**config.mk**
```make
export PLATFORM = sky130hd
export DESIGN_NAME = isqrt_unit
export DESIGN_NICKNAME = d
export VERILOG_FILES = /design/src/rtl/isqrt_unit.sv
export SDC_FILE = /design/constraint.sdc
export NUM_CORES = 1
export LEC_CHECK = 0
export ABC_AREA = 1
export CAP_MARGIN = 0
export CORE_MARGIN = 4
export CORE_UTILIZATION = 50
export CTS_CLUSTER_DIAMETER = 100
export DETAILED_ROUTE_END_ITERATION = 16
export PLACE_DENSITY = 0.82
export SYNTH_ARGS = -nofsm -noshare
export SYNTH_HDL_FRONTEND = slang
export SYNTH_SLANG_ARGS = --single-unit
export TNS_END_PERCENT = 1
```
**constraint.sdc**
```tcl
create_clock -name Clk -period 6.24 [get_ports Clk]
set_input_delay 1.872 -clock Clk [delete_from_list [all_inputs] [get_ports Clk]]
set_output_delay 1.872 -clock Clk [all_outputs]
set_load 0.02 [all_outputs]
```
**src/rtl/isqrt_unit.sv**
```systemverilog
// Multi-cycle unsigned integer square root, one root bit per clock.
// Optional round-to-nearest on the root; remainder is always the floor remainder.
module isqrt_unit #(
  parameter int WIDTH = 16
) (
  input  logic                 Clk,
  input  logic                 Reset,
  input  logic                 Start,
  input  logic [WIDTH-1:0]     Operand,
  input  logic                 Round,
  output logic [WIDTH/2-1:0]   Root,
  output logic [WIDTH/2:0]     Remainder,
  output logic                 Busy,
  output logic                 Ack
);

  localparam int RW = WIDTH / 2;
  localparam int CW = (RW > 1) ? $clog2(RW) : 1;
  localparam logic [CW-1:0] CNT_INIT = CW'(RW - 1);

  typedef enum logic [1:0] {
    IDLE,
    CALC,
    RND,
    DONE
  } state_t;

  state_t r_state;
  state_t w_state_nxt;

  logic [WIDTH-1:0] r_op;
  logic             r_rnd;
  logic [RW-1:0]    r_acc;
  logic [RW+1:0]    r_rem;
  logic [CW-1:0]    r_cnt;
  logic [RW-1:0]    r_root;
  logic [RW:0]      r_remq;

  logic             w_accept;
  logic             w_calc;
  logic             w_rnd_step;
  logic [RW+1:0]    w_shift;
  logic [RW+1:0]    w_trial;
  logic [RW+1:0]    w_diff;
  logic             w_ge;
  logic [RW-1:0]    w_acc_nxt;
  logic             w_up;
  logic             w_sat;
  logic [RW-1:0]    w_root_fin;

  // Next-state logic
  always_comb begin
    w_state_nxt = r_state;
    w_accept    = 1'b0;
    w_calc      = 1'b0;
    w_rnd_step  = 1'b0;
    unique case (r_state)
      IDLE, DONE: begin
        if (Start) begin
          w_accept    = 1'b1;
          w_state_nxt = CALC;
        end
      end
      CALC: begin
        w_calc = 1'b1;
        if (r_cnt == '0) begin
          w_state_nxt = RND;
        end
      end
      RND: begin
        w_rnd_step  = 1'b1;
        w_state_nxt = DONE;
      end
      default: w_state_nxt = IDLE;
    endcase
  end

  always_ff @(posedge Clk or posedge Reset) begin
    if (Reset) begin
      r_state <= IDLE;
    end else begin
      r_state <= w_state_nxt;
    end
  end

  // Restoring step: bring down two radicand bits, try {root,01}
  always_comb begin
    w_shift   = {r_rem[RW-1:0], r_op[WIDTH-1 -: 2]};
    w_trial   = {r_acc, 2'b01};
    w_ge      = (w_shift >= w_trial);
    w_diff    = w_shift - w_trial;
    w_acc_nxt = {r_acc[RW-2:0], w_ge};
  end

  // Round up only when the remainder exceeds root, i.e. N > r*r + r
  always_comb begin
    w_sat      = &r_acc;
    w_up       = r_rnd && (r_rem > {2'b00, r_acc});
    w_root_fin = (w_up && !w_sat) ? (r_acc + 1'b1) : r_acc;
  end

  always_ff @(posedge Clk or posedge Reset) begin
    if (Reset) begin
      r_op  <= '0;
      r_rnd <= 1'b0;
      r_acc <= '0;
      r_rem <= '0;
      r_cnt <= '0;
    end else if (w_accept) begin
      r_op  <= Operand;
      r_rnd <= Round;
      r_acc <= '0;
      r_rem <= '0;
      r_cnt <= CNT_INIT;
    end else if (w_calc) begin
      r_op  <= r_op << 2;
      r_acc <= w_acc_nxt;
      r_rem <= w_ge ? w_diff : w_shift;
      r_cnt <= r_cnt - 1'b1;
    end
  end

  // Result registers change only when a new result is resolved
  always_ff @(posedge Clk or posedge Reset) begin
    if (Reset) begin
      r_root <= '0;
      r_remq <= '0;
    end else if (w_rnd_step) begin
      r_root <= w_root_fin;
      r_remq <= r_rem[RW:0];
    end
  end

  assign Root      = r_root;
  assign Remainder = r_remq;
  assign Busy      = (r_state == CALC) || (r_state == RND);
  assign Ack       = (r_state == DONE);

endmodule

```
## Word-level counts from Yosys, hierarchy flattened

Cells that the tools add are included.

| cells by class | value |
|---|---|
| eq/ne operators | 5 |
| add/subtract/negate cells | 3 |
| order comparisons | 2 |
| reduce and logical (&&, ||, !) cells | 10 |
| muxes and demuxes | 17 |

Operators by type and width:

| cell | count |
|---|---|
| two-way mux 16 bit | 2 |
| two-way mux 10 bit | 3 |
| two-way mux 8 bit | 3 |
| greater-or-equal comparator 10 bit | 1 |
| greater-than comparator 10 x 8 -> 1 bit | 1 |
| subtractor 10 bit | 1 |
| adder 8 x 1 -> 8 bit, second input constant | 1 |
| AND reduction 8 bit | 1 |
| two-way mux 3 bit | 2 |
| one-hot mux 2 bit (3 select lines) | 1 |
| == test 2 bit, second input constant | 2 |
| two-way mux 1 bit | 4 |
| two-way mux 2 bit | 2 |
| inequality test 2 bit, second input constant | 2 |
| zero test 3 bit | 1 |
| subtractor 3 x 1 -> 3 bit, second input constant | 1 |
| == test 2 x 1 -> 1 bit, second input constant | 1 |
| logical AND 1 bit | 2 |
| zero test 2 bit | 1 |
| AND reduction 2 bit | 1 |
| nonzero test 2 bit | 1 |
| OR reduction 2 bit | 1 |
| zero test 1 bit | 1 |
| logical OR 1 bit | 1 |

| storage, ports and cells | value |
|---|---|
| register bits | 57 |
| logic and storage cells | 45 |
| output and inout port bits | 19 |
| bits of input ports | 20 |

## Depth between registers and ports, before layout

Gate-level depths: netlist (run 1).

| logic depth | value |
|---|---|
| depth in word-level cells | 4 |
| depth in mapped cells | 13 |
| gate-level depth less buffers | 13 |

## Worst setup path after synthesis (run 1)

No wires, ideal clock.

| path | value |
|---|---|
| path type | register to output |
| start | reg r_state[0] |
| end | out Busy |
| arrival | 903 ps |
| path buffers | 0 |
| required time | 4368 ps |
| cell stages (with the launch flop) | 4 |
| slack | 3465 ps |
| path through | dfrtp_1 > inv_1 > ha_1 > inv_1 |

| on the way | value |
|---|---|
| cells in the longest elaborated chain, start to end | 2 |
| elaborated cells on any way between the ends | 3 |
| those cells by class | eq/ne: 2; reduce/logical: 1 |

Ends and longest elaborated chain:

| item | RTL line | source |
|---|---|---|
| start: declaration | 28 | `state_t r_state;` |
| start signal: assignment | 82 | `r_state <= w_state_nxt;` |
| == test 2 x 1 -> 1 bit or == test 2 bit (tied branches) | 136 | `assign Busy = (r_state == CALC) \|\| (r_state == RND);` |
| logical OR 1 bit * | 136 |  |
| end: declaration | 13 | `output logic Busy,` |

Every way passes the cells marked *; elsewhere a longest branch is shown, timed or not.

## Worst setup path after layout (run 1)

| path | value |
|---|---|
| start | in Start |
| end | reg r_op[9] |

| on the way | value |
|---|---|
| cells in the longest elaborated chain, start to end | 3 |
| elaborated cells on any way between the ends | 4 |
| those cells by class | mux: 3; reduce/logical: 1 |

Ends and longest elaborated chain:

| item | RTL line | source |
|---|---|---|
| start: declaration | 8 | `input logic Start,` |
| two-way mux 1 bit * | 59 | `if (Start) begin` |
| two-way mux 1 bit * | 57 | `unique case (r_state)` |
| two-way mux 16 bit or nonzero test 2 bit (tied branches) | -- |  |
| end signal: assignment | 110 | `r_op <= Operand;` |
| end signal: assignment | 116 | `r_op <= r_op << 2;` |
| end: declaration | 31 | `logic [WIDTH-1:0] r_op;` |

Marks and branches as above.
A chain may end at the register's enable or synchronous reset.

==> results of run 1 <==
==> how the worst max path moves through the flow <==
stage                    start            to  slack (ns)  cells past startpoint
floorplan                Reset  Remainder[0]        2.97                      1
global placement         Start      r_op[14]        2.31                      6
detailed placement       Start      r_op[12]        2.21                      6
CTS                 r_state[0]          Busy        2.51                      4
global route             Start      r_op[13]        2.40                      6
finish                   Start       r_op[9]        2.54                      6
==> routing by layer <==
metal | global-route usage (%) | vias to the layer above | part of all wire (%)
li1 | - | 1490 | -
met1 | 26.5 | 1399 | 45
met4 | 10.3 | 0 | 2.3
met5 | 0 | - | 0
met2 | 36.4 | 63 | 48
met3 | 4.20 | 15 | 4.0
==> worst max-delay path, delay by kind of cell <==
| kind | cells | cell delay, ns |
|---|---|---|
| simple gates | 2 | 0.67 |
| buf+inv | 3 | 1.08 |
| compound gates | 1 | 0.32 |
==> cell type report <==
class | count | area share [%]
inverters | 66 | 6.27
repair buffers | 39 | 9.81
flip-flops and latches | 57 | 36.1
well taps | 77 | 2.44
clock buffers | 10 | 3.23
multi-input cells | 300 | 40.1
clock inverters | 6 | 2.09
==> sequential cells by signal, indices dropped and copies added, names as in the netlist <==
register	flops
Remainder	9
Root	8
r_acc	8
r_cnt	3
r_op	16
r_rem	10
r_rnd	1
r_state	2
==> cell families after synthesis <==
kind of cell | after synthesis | share of synthesized area, %
buffers and inverters | 78 | 9.61
adders and majority gates | 18 | 6.76
AOI/OAI and AO/OA | 43 | 8.37
and+or+nand+nor | 236 | 31.7
xor gates and xnor gates | 3 | 0.789
DFF | 57 | 42.8
==> cells in the mapped netlist <==
cell type	n
nor2_1	16
nor2_8	1
nor3_1	1
dfrtp_1	57
clkbuf_1	5
o21ai_2	1
ha_1	18
nand3_1	38
o21ai_1	1
o21ai_0	11
nand2_4	1
nand2_1	149
inv_2	4
xor2_1	1
and2_1	1
a22oi_1	1
buf_6	3
nor2_4	1
a22o_1	1
a21oi_1	8
nor2_2	2
nand2_2	1
nand3_2	3
nand4_1	18
o22ai_1	7
o221ai_1	10
inv_1	62
nand3b_1	4
o211ai_1	3
buf_2	4
xnor2_1	2
==> cells in the final DEF, fill, tap and decap left out, types with 5 or more instances in the layout <==
cell	Yosys	final
clkdlybuf4s50_1	0	38
clkbuf_8	0	9
a21oi_1	8	8
o21ai_0	11	11
nand2_1	149	149
ha_1	18	18
o221ai_1	10	10
dfrtp_1	57	57
nand4_1	18	18
nor2_1	16	16
inv_2	4	5
nand3_1	38	38
inv_1	62	61
o22ai_1	7	7
==> metrics by stage <==
| step | utilization [%] | area (µm²) | setup slack (ns) |
|---|---|---|---|
| global placement | 58.3 | 3740 | 2.31 |
| CTS | 61.6 | 3950 | 2.51 |
| finish | 61.6 | 3950 | 2.54 |
| detailed placement | 58.3 | 3740 | 2.21 |
| global route | 61.6 | 3950 | 2.40 |
| floorplan | - | 3330 | 2.97 |
==> report_power, final <==
part | internal [mW] | switching (mW) | total (mW)
Sequential | 0.527 | 0.0997 | 0.627
Combinational | 0.510 | 0.950 | 1.46
Clock | 0.222 | 0.151 | 0.374
Total | 1.26 | 1.20 | 2.46
==> metrics.log, run 1 <==
[metrics] mean area per synthesized cell: 7.66 µm²
[metrics] clock tree from TritonCTS: built
[metrics] min-delay src: Remainder[7]
[metrics] data arrival time at the worst-slack endpoint: 3.96 ns
[metrics] class of the worst hold path: reg -> reg
[metrics] global placer's final weighted congestion: 0.888
[metrics] final critical-path required period: 3.70 ns
[metrics] detailed-route via count: 2967
[metrics] f_max: 270 MHz
[metrics] path type of the worst setup path: in -> reg
[metrics] post-route antenna net violation count: 0
[metrics] Synth top area share: 42.8%
[metrics] Routed wire per std cell: 13.8 µm
[metrics] leakage power: 2.04 nW
[metrics] worst slew margin relative to its limit: 52.2%
[metrics] wire length of the first global-routing pass: 13100 µm
[metrics] Post-layout nets: 511
[metrics] y dimension of the die: 89.6 µm
[metrics] ratio of routed vias to standard cells: 5.35
[metrics] H-tree depth: 3
[metrics] maximum number of pins on one net before global-route repair: 58
[metrics] effective utilization at floorplan: 51.9%
[metrics] startpoint type of the worst setup path: input port
[metrics] setup total negative slack: 0 ns
[metrics] All-Layer GR Usage: 21.6%
[metrics] clock input transition at the sequential cells of the worst setup and hold paths: 0.06 ns
[metrics] Largest stage delay, worst path: 0.56 ns
[metrics] count of endpoints failing hold in the final timing report: 0
[metrics] post-CTS resize count: 0
[metrics] final global-route overflow total: 0
[metrics] final setup skew: 0.00517 ns
[metrics] number of filler cells placed in the layout: 613
[metrics] number of hold buffers added after cts: 0
[metrics] overall die area: 0.00803 mm²
[metrics] total number of clock tree sinks: 57
[metrics] antenna violations before repair: 0
[metrics] Worst Path Max Fanout: 22
[metrics] Hold Crit Endpoint: Remainder[7]
[metrics] number of ports placed on the die boundary: 39
[metrics] Reg-to-Reg Start: r_state[0]
[metrics] final period utilization: 59.4%
[metrics] largest buffer count on any clock path: 2
[metrics] remaining routing DRC violations: 0
[metrics] transition at the pin with the smallest max-transition slack: 0.716 ns
[metrics] share of layout cells above drive strength 1: 6.49%
[metrics] number of synthesized register bits: 57
[metrics] fin cells: 555
[metrics] number of input and output port buffers inserted: 38
[metrics] endpoint kind of the worst setup timing path: flop
[metrics] dominant cell type by area after synthesis: dfrtp_1
[metrics] worst reg-to-reg setup slack: 3.69 ns
[metrics] number of buffers inserted during clock tree synthesis: 9
[metrics] total power after layout: 2.46 mW
[metrics] clock latency at the later pin of the worst-skew pair: 0.35 ns
[metrics] die width: 89.6 µm
[metrics] CTS root buf: clkbuf_8
[metrics] Mapped Cells: 435
[metrics] number of antenna cells inserted: 0
[metrics] Slew Limit Fails: 0
[metrics] count of TritonRoute iterations in the first routing pass: 5
[metrics] Min Hold Slack: 0.473 ns
[metrics] unrepaired setup endpoints after global routing: no
[metrics] reg2reg path depth: 7
[metrics] Multi-input gate area: 0.00159 mm²
[metrics] CP Cell Sequence: clkdlybuf4s50_1 > nand2_1 > inv_2 > nor2_2 > inv_1 > o221ai_1
[metrics] worst r2r dst: r_op[9]
[metrics] CORE AREA: 0.00642 mm²
[metrics] outcome: completed
[metrics] relative area change from synthesis to final layout: 18.7%
[metrics] Routed Wire Length: 7640 µm
[metrics] Detail Placement HPWL: 5470 µm
[metrics] synthesized netlist net count: 473
[metrics] instance count after placement with tap cells included: 539
[metrics] number of distinct library cells after synthesis: 31
[metrics] CP max stage cell: nor2_2
[metrics] worst ir drop on vdd: 0.000363 V
[metrics] power density over cell area: 622 mW/mm²
[metrics] hold depth: 2
[metrics] number of rows in the core area: 29
[metrics] sequential area share after synthesis: 42.8%
[metrics] setup violators final: 0
[metrics] starting DRC count in detailed routing: 170
[metrics] required arrival time at the worst endpoint: 6.50 ns
[metrics] largest cells by area after synthesis: dfrtp_1, nand2_1, inv_1, ha_1, nand3_1
[metrics] number of post-CTS setup repair buffers: 0
[metrics] Syn Std Cell Area: 0.00333 mm²
[metrics] Synth warnings: 0
[metrics] vias in the first global route: 2951
[metrics] register cell area after layout: 0.00143 mm²
[metrics] max-capacitance violation count: 0
Note: power is estimated with default switching activity, not from simulation.
==> run 2: changes to the inputs <==
==> constraint.sdc (replaced) <==
create_clock -name Clk -period 3.76 [get_ports Clk]
set_input_delay 1.128 -clock Clk [delete_from_list [all_inputs] [get_ports Clk]]
set_output_delay 1.128 -clock Clk [all_outputs]
set_load 0.02 [all_outputs]
==> run 2 against run 1 <==
Net effect:
- critical path depth shrank 2
- utilization grew 0.68 points
- clock skew grew 0.0033 ns
- clock-buffer cell count is the same
- final cell count shrank 0.18%
- via count shrank 0.17%
- sequential power grew 66%
- setup slack lost 1.7 ns
- largest cell class unchanged
- routed wire length grew 2.5%
- register-to-register slack lost 2.4 ns
- flip-flop and latch count is the same
==> metrics.log, run 2 (synthesis results as in run 1) <==
[metrics] outcome: completed
[metrics] antenna violations before repair: 0 (unchanged)
[metrics] largest buffer count on any clock path: 2 (unchanged)
[metrics] number of flip-flops under the largest register name: 16 (unchanged)
[metrics] placed cell areas: 0.00376 mm² (+0.33%)
[metrics] die width: 89.6 µm (unchanged)
[metrics] final period utilization: 78.4%
[metrics] Largest stage delay, worst path: 0.61 ns (+0.05 ns)
[metrics] ratio of routed vias to standard cells: 5.35 (about the same)
[metrics] post-route antenna net violation count: 0 (unchanged)
[metrics] H-tree depth: 3 (unchanged)
[metrics] clock input transition at the sequential cells of the worst setup and hold paths: 0.07 ns (about the same)
[metrics] wire length of the first global-routing pass: 13200 µm (+0.42%)
[metrics] setup violators final: 0 (unchanged)
[metrics] max-capacitance violation count: 0 (unchanged)
[metrics] Worst Path Max Fanout: 5 (-77%)
[metrics] leading cell type in the layout, fill and taps excluded: nand2_1
[metrics] remaining routing DRC violations: 0 (unchanged)
[metrics] register containing the most flip-flops in the final layout: r_op
[metrics] setup total negative slack: 0 ns (unchanged)
[metrics] effective utilization at floorplan: 51.9% (unchanged)
[metrics] power density over cell area: 1050 mW/mm² (+69%)
[metrics] number of antenna cells inserted: 0 (unchanged)
[metrics] post-CTS resize count: 0 (unchanged)
[metrics] maximum number of pins on one net before global-route repair: 58 (unchanged)
[metrics] final global-route overflow total: 0 (unchanged)
[metrics] relative area change from synthesis to final layout: 20.0%
[metrics] global placer's final weighted congestion: 0.909 (+2.3%)
[metrics] starting DRC count in detailed routing: 190 (+12%)
[metrics] number of ports placed on the die boundary: 39 (unchanged)
[metrics] share of layout cells above drive strength 1: 6.50% (+0.014 points)
[metrics] detailed-route via count: 2962 (-0.17%)
[metrics] unrepaired setup endpoints after global routing: no
[metrics] count of endpoints failing hold in the final timing report: 0 (unchanged)
[metrics] clock latency at the later pin of the worst-skew pair: 0.35 ns (about the same)
[metrics] CP max stage cell: clkdlybuf4s50_1
[metrics] Detail Placement HPWL: 5590 µm (+2.2%)
[metrics] commonest cells after routing, fill and taps aside: nand2_1, inv_1, dfrtp_1, nand3_1, clkdlybuf4s50_1
[metrics] number of input and output port buffers inserted: 38 (unchanged)
[metrics] CTS root buf: clkbuf_8
[metrics] Routed Wire Length: 7830 µm (+2.5%)
[metrics] number of rows in the core area: 29 (unchanged)
[metrics] worst ir drop on vdd: 0.000737 V (+100%)
[metrics] startpoint type of the worst setup path: flop
[metrics] number of post-CTS setup repair buffers: 0 (unchanged)
[metrics] total number of clock tree sinks: 57 (unchanged)
[metrics] f_max: 339 MHz
[metrics] CORE AREA: 0.00642 mm² (unchanged)
[metrics] transition at the pin with the smallest max-transition slack: 0.688 ns (-0.0283 ns)
[metrics] endpoint kind of the worst setup timing path: primary output
[metrics] y dimension of the die: 89.6 µm (unchanged)
[metrics] clock tree from TritonCTS: built
[metrics] leakage power: 2.06 nW (+1.0%)
[metrics] buffers and inverters on the worst path: 3 (unchanged)
[metrics] number of hold buffers added after cts: 0 (unchanged)
[metrics] All-Layer GR Usage: 21.7% (+0.084 points)
[metrics] Post-Layout Inst Area: 0.00400 mm² (+1.1%)
[metrics] Post-layout nets: 511 (unchanged)
[metrics] overall die area: 0.00803 mm² (unchanged)
[metrics] worst slew margin relative to its limit: 54.1% (+1.8 points)
[metrics] data arrival time at the worst-slack endpoint: 1.82 ns (-2.14 ns)
[metrics] class of the worst hold path: reg -> reg
[metrics] final critical-path required period: 2.95 ns
[metrics] vias in the first global route: 2894 (-1.9%)
[metrics] CP Cell Sequence: inv_1 > ha_1 > inv_1 > clkdlybuf4s50_1
[metrics] kind of cell adding the most delay to the critical path: buffers and inverters
[metrics] required arrival time at the worst endpoint: 2.63 ns (-3.87 ns)
[metrics] path type of the worst setup path: reg -> out
[metrics] number of buffers inserted during clock tree synthesis: 9 (unchanged)
[metrics] count of TritonRoute iterations in the first routing pass: 6 (+1)
[metrics] Slew Limit Fails: 0 (unchanged)
[metrics] final setup skew: 0.00847 ns (+0.00330 ns)
[metrics] Routed wire per std cell: 14.1 µm (+2.7%)
[metrics] cell occurring most often along the worst timing path: inv_1
run 2: metal layers:
layer  up-vias  global-route usage [%]  share of wire (%)
li1       1482                       -                  -
met1      1372                    27.3                 43
met2        90                    35.0                 49
met3        18                    5.29                6.2
met4         0                    10.3                2.0
met5         -                       0                  0
run 2: final cells by class:
type | instances | area [µm²]
inverter | 66 | 248
multi-input combinational | 300 | 1590
timing repair buffer | 39 | 400
clock inverter | 5 | 104
sequential | 57 | 1430
fill | 541 | 2420
clock buffer | 10 | 138
tap | 77 | 96.3
run 2: through the flow:
step           std cells  worst slack, ns  power, mW  hold WS (ns)  util [%]
2_1_floorplan        435             1.23       2.90         0.443         -
3_3_place_gp         539            0.586       3.41         0.455      58.5
3_5_place_dp         539            0.488       3.47         0.459      58.5
4_1_cts              554            0.785       4.20         0.476      62.2
5_1_grt              554            0.672       4.56         0.500      62.2
6_report             554            0.811       4.20         0.469      62.2
run 2: report_power, final:
part | internal, mW | switching (mW) | total (mW)
sequential | 0.875 | 0.165 | 1.04
clock | 0.454 | 0.256 | 0.711
combinational | 0.849 | 1.60 | 2.45
total | 2.18 | 2.02 | 4.20
run 2: worst paths after layout:
| kind | cells past startpoint | start | to | slack [ns] |
|---|---|---|---|---|
| max | 4 | r_state[0] | Busy | 0.81 |
| min | 2 | Remainder[7] | Remainder[7] | 0.47 |
| max reg2reg | 7 | r_state[0] | r_op[12] | 1.29 |
| min reg2reg | 2 | Remainder[7] | Remainder[7] | 0.47 |
| max in group asynchronous | 3 | Reset | r_rem[5] | 2.35 |
| min in group asynchronous | 3 | Reset | r_op[0] | 1.15 |
run 2: worst reg2reg max path: cells and delay by family (launching register included):
family	cells	cell delay, ns
fa+ha+maj	1	0.30
buf+inv	3	0.72
compound gates	1	0.31
simple gates	2	0.64
flops	1	0.42
==> run 3: changes to the inputs <==
--- a/config.mk
+++ b/config.mk
@@ -11,7 +11,7 @@
 export CORE_UTILIZATION = 50
 export CTS_CLUSTER_DIAMETER = 100
 export DETAILED_ROUTE_END_ITERATION = 16
-export PLACE_DENSITY = 0.82
+export PLACE_DENSITY = 0.84
 export SYNTH_ARGS = -nofsm -noshare
 export SYNTH_HDL_FRONTEND = slang
 export SYNTH_SLANG_ARGS = --single-unit
==> constraint.sdc (replaced) <==
create_clock -name Clk -period 2.5 [get_ports Clk]
set_input_delay 0.75 -clock Clk [delete_from_list [all_inputs] [get_ports Clk]]
set_output_delay 0.75 -clock Clk [all_outputs]
set_load 0.02 [all_outputs]
==> run 3 against run 2 <==
Net effect:
- combinational power rose by 51%
- largest power group unchanged
- design area fell by 0.81%
- die area did not move
- clock-buffer cell count rose by 2
- flip-flop and latch count did not move
- routed wire length fell by 1.4%
- clock power rose by 9.8%
- setup slack got worse by 0.62 ns
- critical path depth did not move
- global-route usage rose by 0.088 points
- register-to-register slack got worse by 0.97 ns
- non-clock buffer count rose by 4
==> metrics.log, run 3 (synthesis results as in run 1) <==
[metrics] endpoint kind of the worst setup timing path: primary output
[metrics] clock tree from TritonCTS: built
[metrics] worst setup path endpoint: Busy
[metrics] count of endpoints failing hold in the final timing report: 0 (unchanged)
[metrics] final global-route overflow total: 0 (unchanged)
[metrics] Core Util, Final: 61.7% (-0.51 points)
[metrics] share of layout cells above drive strength 1: 7.28% (+0.78 points)
[metrics] Post-layout nets: 515 (+0.78%)
[metrics] vias in the first global route: 2828 (-2.3%)
[metrics] Routed Wire Length: 7720 µm (-1.4%)
[metrics] total power after layout: 6.05 mW (+44%)
[metrics] number of hold buffers added after cts: 0 (unchanged)
[metrics] outcome: completed
[metrics] data arrival time at the worst-slack endpoint: 1.56 ns (-0.26 ns)
[metrics] worst r2r dst: r_rem[9]
[metrics] y dimension of the die: 89.6 µm (unchanged)
[metrics] buffers and inverters on the worst path: 3 (unchanged)
[metrics] relative area change from synthesis to final layout: 19.0%
[metrics] startpoint type of the worst setup path: flop
[metrics] clock latency at the later pin of the worst-skew pair: 0.33 ns (-0.02 ns)
[metrics] Reg-to-Reg Start: r_acc[0]
[metrics] starting DRC count in detailed routing: 182 (-4.2%)
[metrics] Worst Path Max Fanout: 5 (unchanged)
[metrics] Met1 Wirelength: 3480 µm (+3.1%)
[metrics] fin cells: 558 (+0.72%)
[metrics] total number of clock tree sinks: 57 (unchanged)
[metrics] setup total negative slack: 0 ns (unchanged)
[metrics] leakage power: 2.05 nW (-0.21%)
[metrics] remaining routing DRC violations: 0 (unchanged)
[metrics] worst ir drop on vdd: 0.000900 V (+22%)
[metrics] kind of cell adding the most delay to the critical path: buffers and inverters
[metrics] uppermost layer routed: met4
[metrics] cell occurring most often along the worst timing path: inv_1
[metrics] worst reg-to-reg setup slack: 0.32 ns (-0.97 ns)
[metrics] ratio of routed vias to standard cells: 5.29 (-1.0%)
[metrics] path type of the worst setup path: reg -> out
[metrics] leading cell type in the layout, fill and taps excluded: nand2_1
[metrics] wire length of the first global-routing pass: 13200 µm (+0.58%)
[metrics] CTS root buf: clkbuf_8
[metrics] CP max stage cell: dfrtp_1
[metrics] Routed wire per std cell: 13.8 µm (-2.1%)
[metrics] number of post-CTS setup repair buffers: 0 (unchanged)
[metrics] total met3 wirelength after detailed routing: 402 µm (-17%)
[metrics] final period utilization: 92.4%
[metrics] Slew Limit Fails: 0 (unchanged)
[metrics] post-route antenna net violation count: 0 (unchanged)
[metrics] number of buffers inserted during clock tree synthesis: 9 (unchanged)
[metrics] CORE AREA: 0.00642 mm² (unchanged)
[metrics] setup violators final: 0 (unchanged)
[metrics] number of antenna cells inserted: 0 (unchanged)
[metrics] final setup skew: 0.00308 ns (-0.00539 ns)
[metrics] All-Layer GR Usage: 21.8% (+0.088 points)
[metrics] reg2reg path depth: 12 (+5)
[metrics] Largest stage delay, worst path: 0.43 ns (-0.18 ns)
[metrics] antenna violations before repair: 1 (+1)
[metrics] commonest cells after routing, fill and taps aside: nand2_1, inv_1, dfrtp_1, nand3_1, clkdlybuf4s50_1
[metrics] die width: 89.6 µm (unchanged)
[metrics] effective utilization at floorplan: 51.9% (unchanged)
[metrics] number of input and output port buffers inserted: 38 (unchanged)
[metrics] overall die area: 0.00803 mm² (unchanged)
[metrics] max-capacitance violation count: 0 (unchanged)
[metrics] met2 layer wire length in the routed design: 3640 µm (-4.4%)
[metrics] transition at the pin with the smallest max-transition slack: 0.680 ns (-0.00837 ns)
[metrics] number of flip-flops under the largest register name: 16 (unchanged)
[metrics] maximum number of pins on one net before global-route repair: 58 (unchanged)
[metrics] number of rows in the core area: 29 (unchanged)
[metrics] global placer's final weighted congestion: 0.906 (-0.31%)
[metrics] Detail Placement HPWL: 5700 µm (+2.0%)
[metrics] count of cell instances traversed by the critical path: 4 (unchanged)
[metrics] class of the worst hold path: reg -> reg
[metrics] number of filler cells placed in the layout: 585 (+8.1%)
[metrics] power density over cell area: 1530 mW/mm² (+45%)
[metrics] required arrival time at the worst endpoint: 1.75 ns (-0.88 ns)
[metrics] f_max: 433 MHz
[metrics] unrepaired setup endpoints after global routing: no
[metrics] Critical Path Start: r_state[0]
[metrics] CP Cell Sequence: inv_1 > ha_1 > inv_1 > dlygate4sd2_1
[metrics] register containing the most flip-flops in the final layout: r_op
[metrics] instance count after placement with tap cells included: 543 (+0.74%)
[metrics] number of ports placed on the die boundary: 39 (unchanged)
[metrics] post-CTS resize count: 1 (+1)
[metrics] worst slew margin relative to its limit: 54.6% (+0.56 points)
[metrics] count of TritonRoute iterations in the first routing pass: 4 (-2)
[metrics] largest buffer count on any clock path: 2 (unchanged)
[metrics] clock input transition at the sequential cells of the worst setup and hold paths: 0.06 ns (about the same)
[metrics] H-tree depth: 3 (unchanged)
[metrics] detailed-route via count: 2953 (-0.30%)
[metrics] final critical-path required period: 2.31 ns
-- run 3: changes by cell type in the layout (fill, tap and decap cells not counted), sizes merged --
cell,previous run,this run
clkbuf,10,12
buf,1,5
clkdlybuf4s50,38,37
bufinv,3,0
clkinv,2,3
dlygate4sd2,0,1
-- run 3: where the power goes --
part           internal, mW  switching, mW  leakage (nW)
clock network         0.430          0.351        0.0980
logic                  1.32           2.37          1.23
registers              1.32          0.256         0.731
-- run 3: worst min-delay path by stage --
| stage | depth (start not counted) | to | startpoint | slack, ns |
|---|---|---|---|---|
| after floorplan | 1 | r_cnt[0] | r_cnt[0] | 0.44 |
| after global placement | 2 | Remainder[7] | Remainder[7] | 0.45 |
| after detailed placement | 2 | Remainder[7] | Remainder[7] | 0.46 |
| after CTS | 2 | Remainder[7] | Remainder[7] | 0.48 |
| after global routing | 1 | r_cnt[0] | r_cnt[0] | 0.50 |
| final | 2 | Remainder[7] | Remainder[7] | 0.47 |
-- run 3: per-layer routing --
| layer | vias up | global-route usage, % |
|---|---|---|
| li1 | 1498 | - |
| met1 | 1361 | 27.7 |
| met2 | 79 | 35.0 |
| met3 | 15 | 5.66 |
| met4 | 0 | 9.47 |
| met5 | - | 0 |
-- run 3: worst min-delay path: cells and delay by family, from the launching register on --
kind	cells	cell delay, ns
flops	1	0.34
simple gates	2	0.10
-- run 3: layout make-up --
cell class	instances	area (µm²)	area share, %
inverter	66	248	6.25
clock inverter	3	15.0	0.379
multi-input combinational	300	1590	40.0
timing repair buffer	43	429	10.8
sequential	57	1430	36.0
tap	77	96.3	2.43
clock buffer	12	165	4.17
-- run 3: stage by stage --
stage	hold slack, ns	setup WS [ns]	area [µm²]
floorplan	0.443	0.350	3330
global placement	0.453	0.122	3790
detailed placement	0.461	0.0580	3790
CTS	0.478	0.170	3970
global route	0.501	0.0850	3970
finish	0.474	0.190	3970
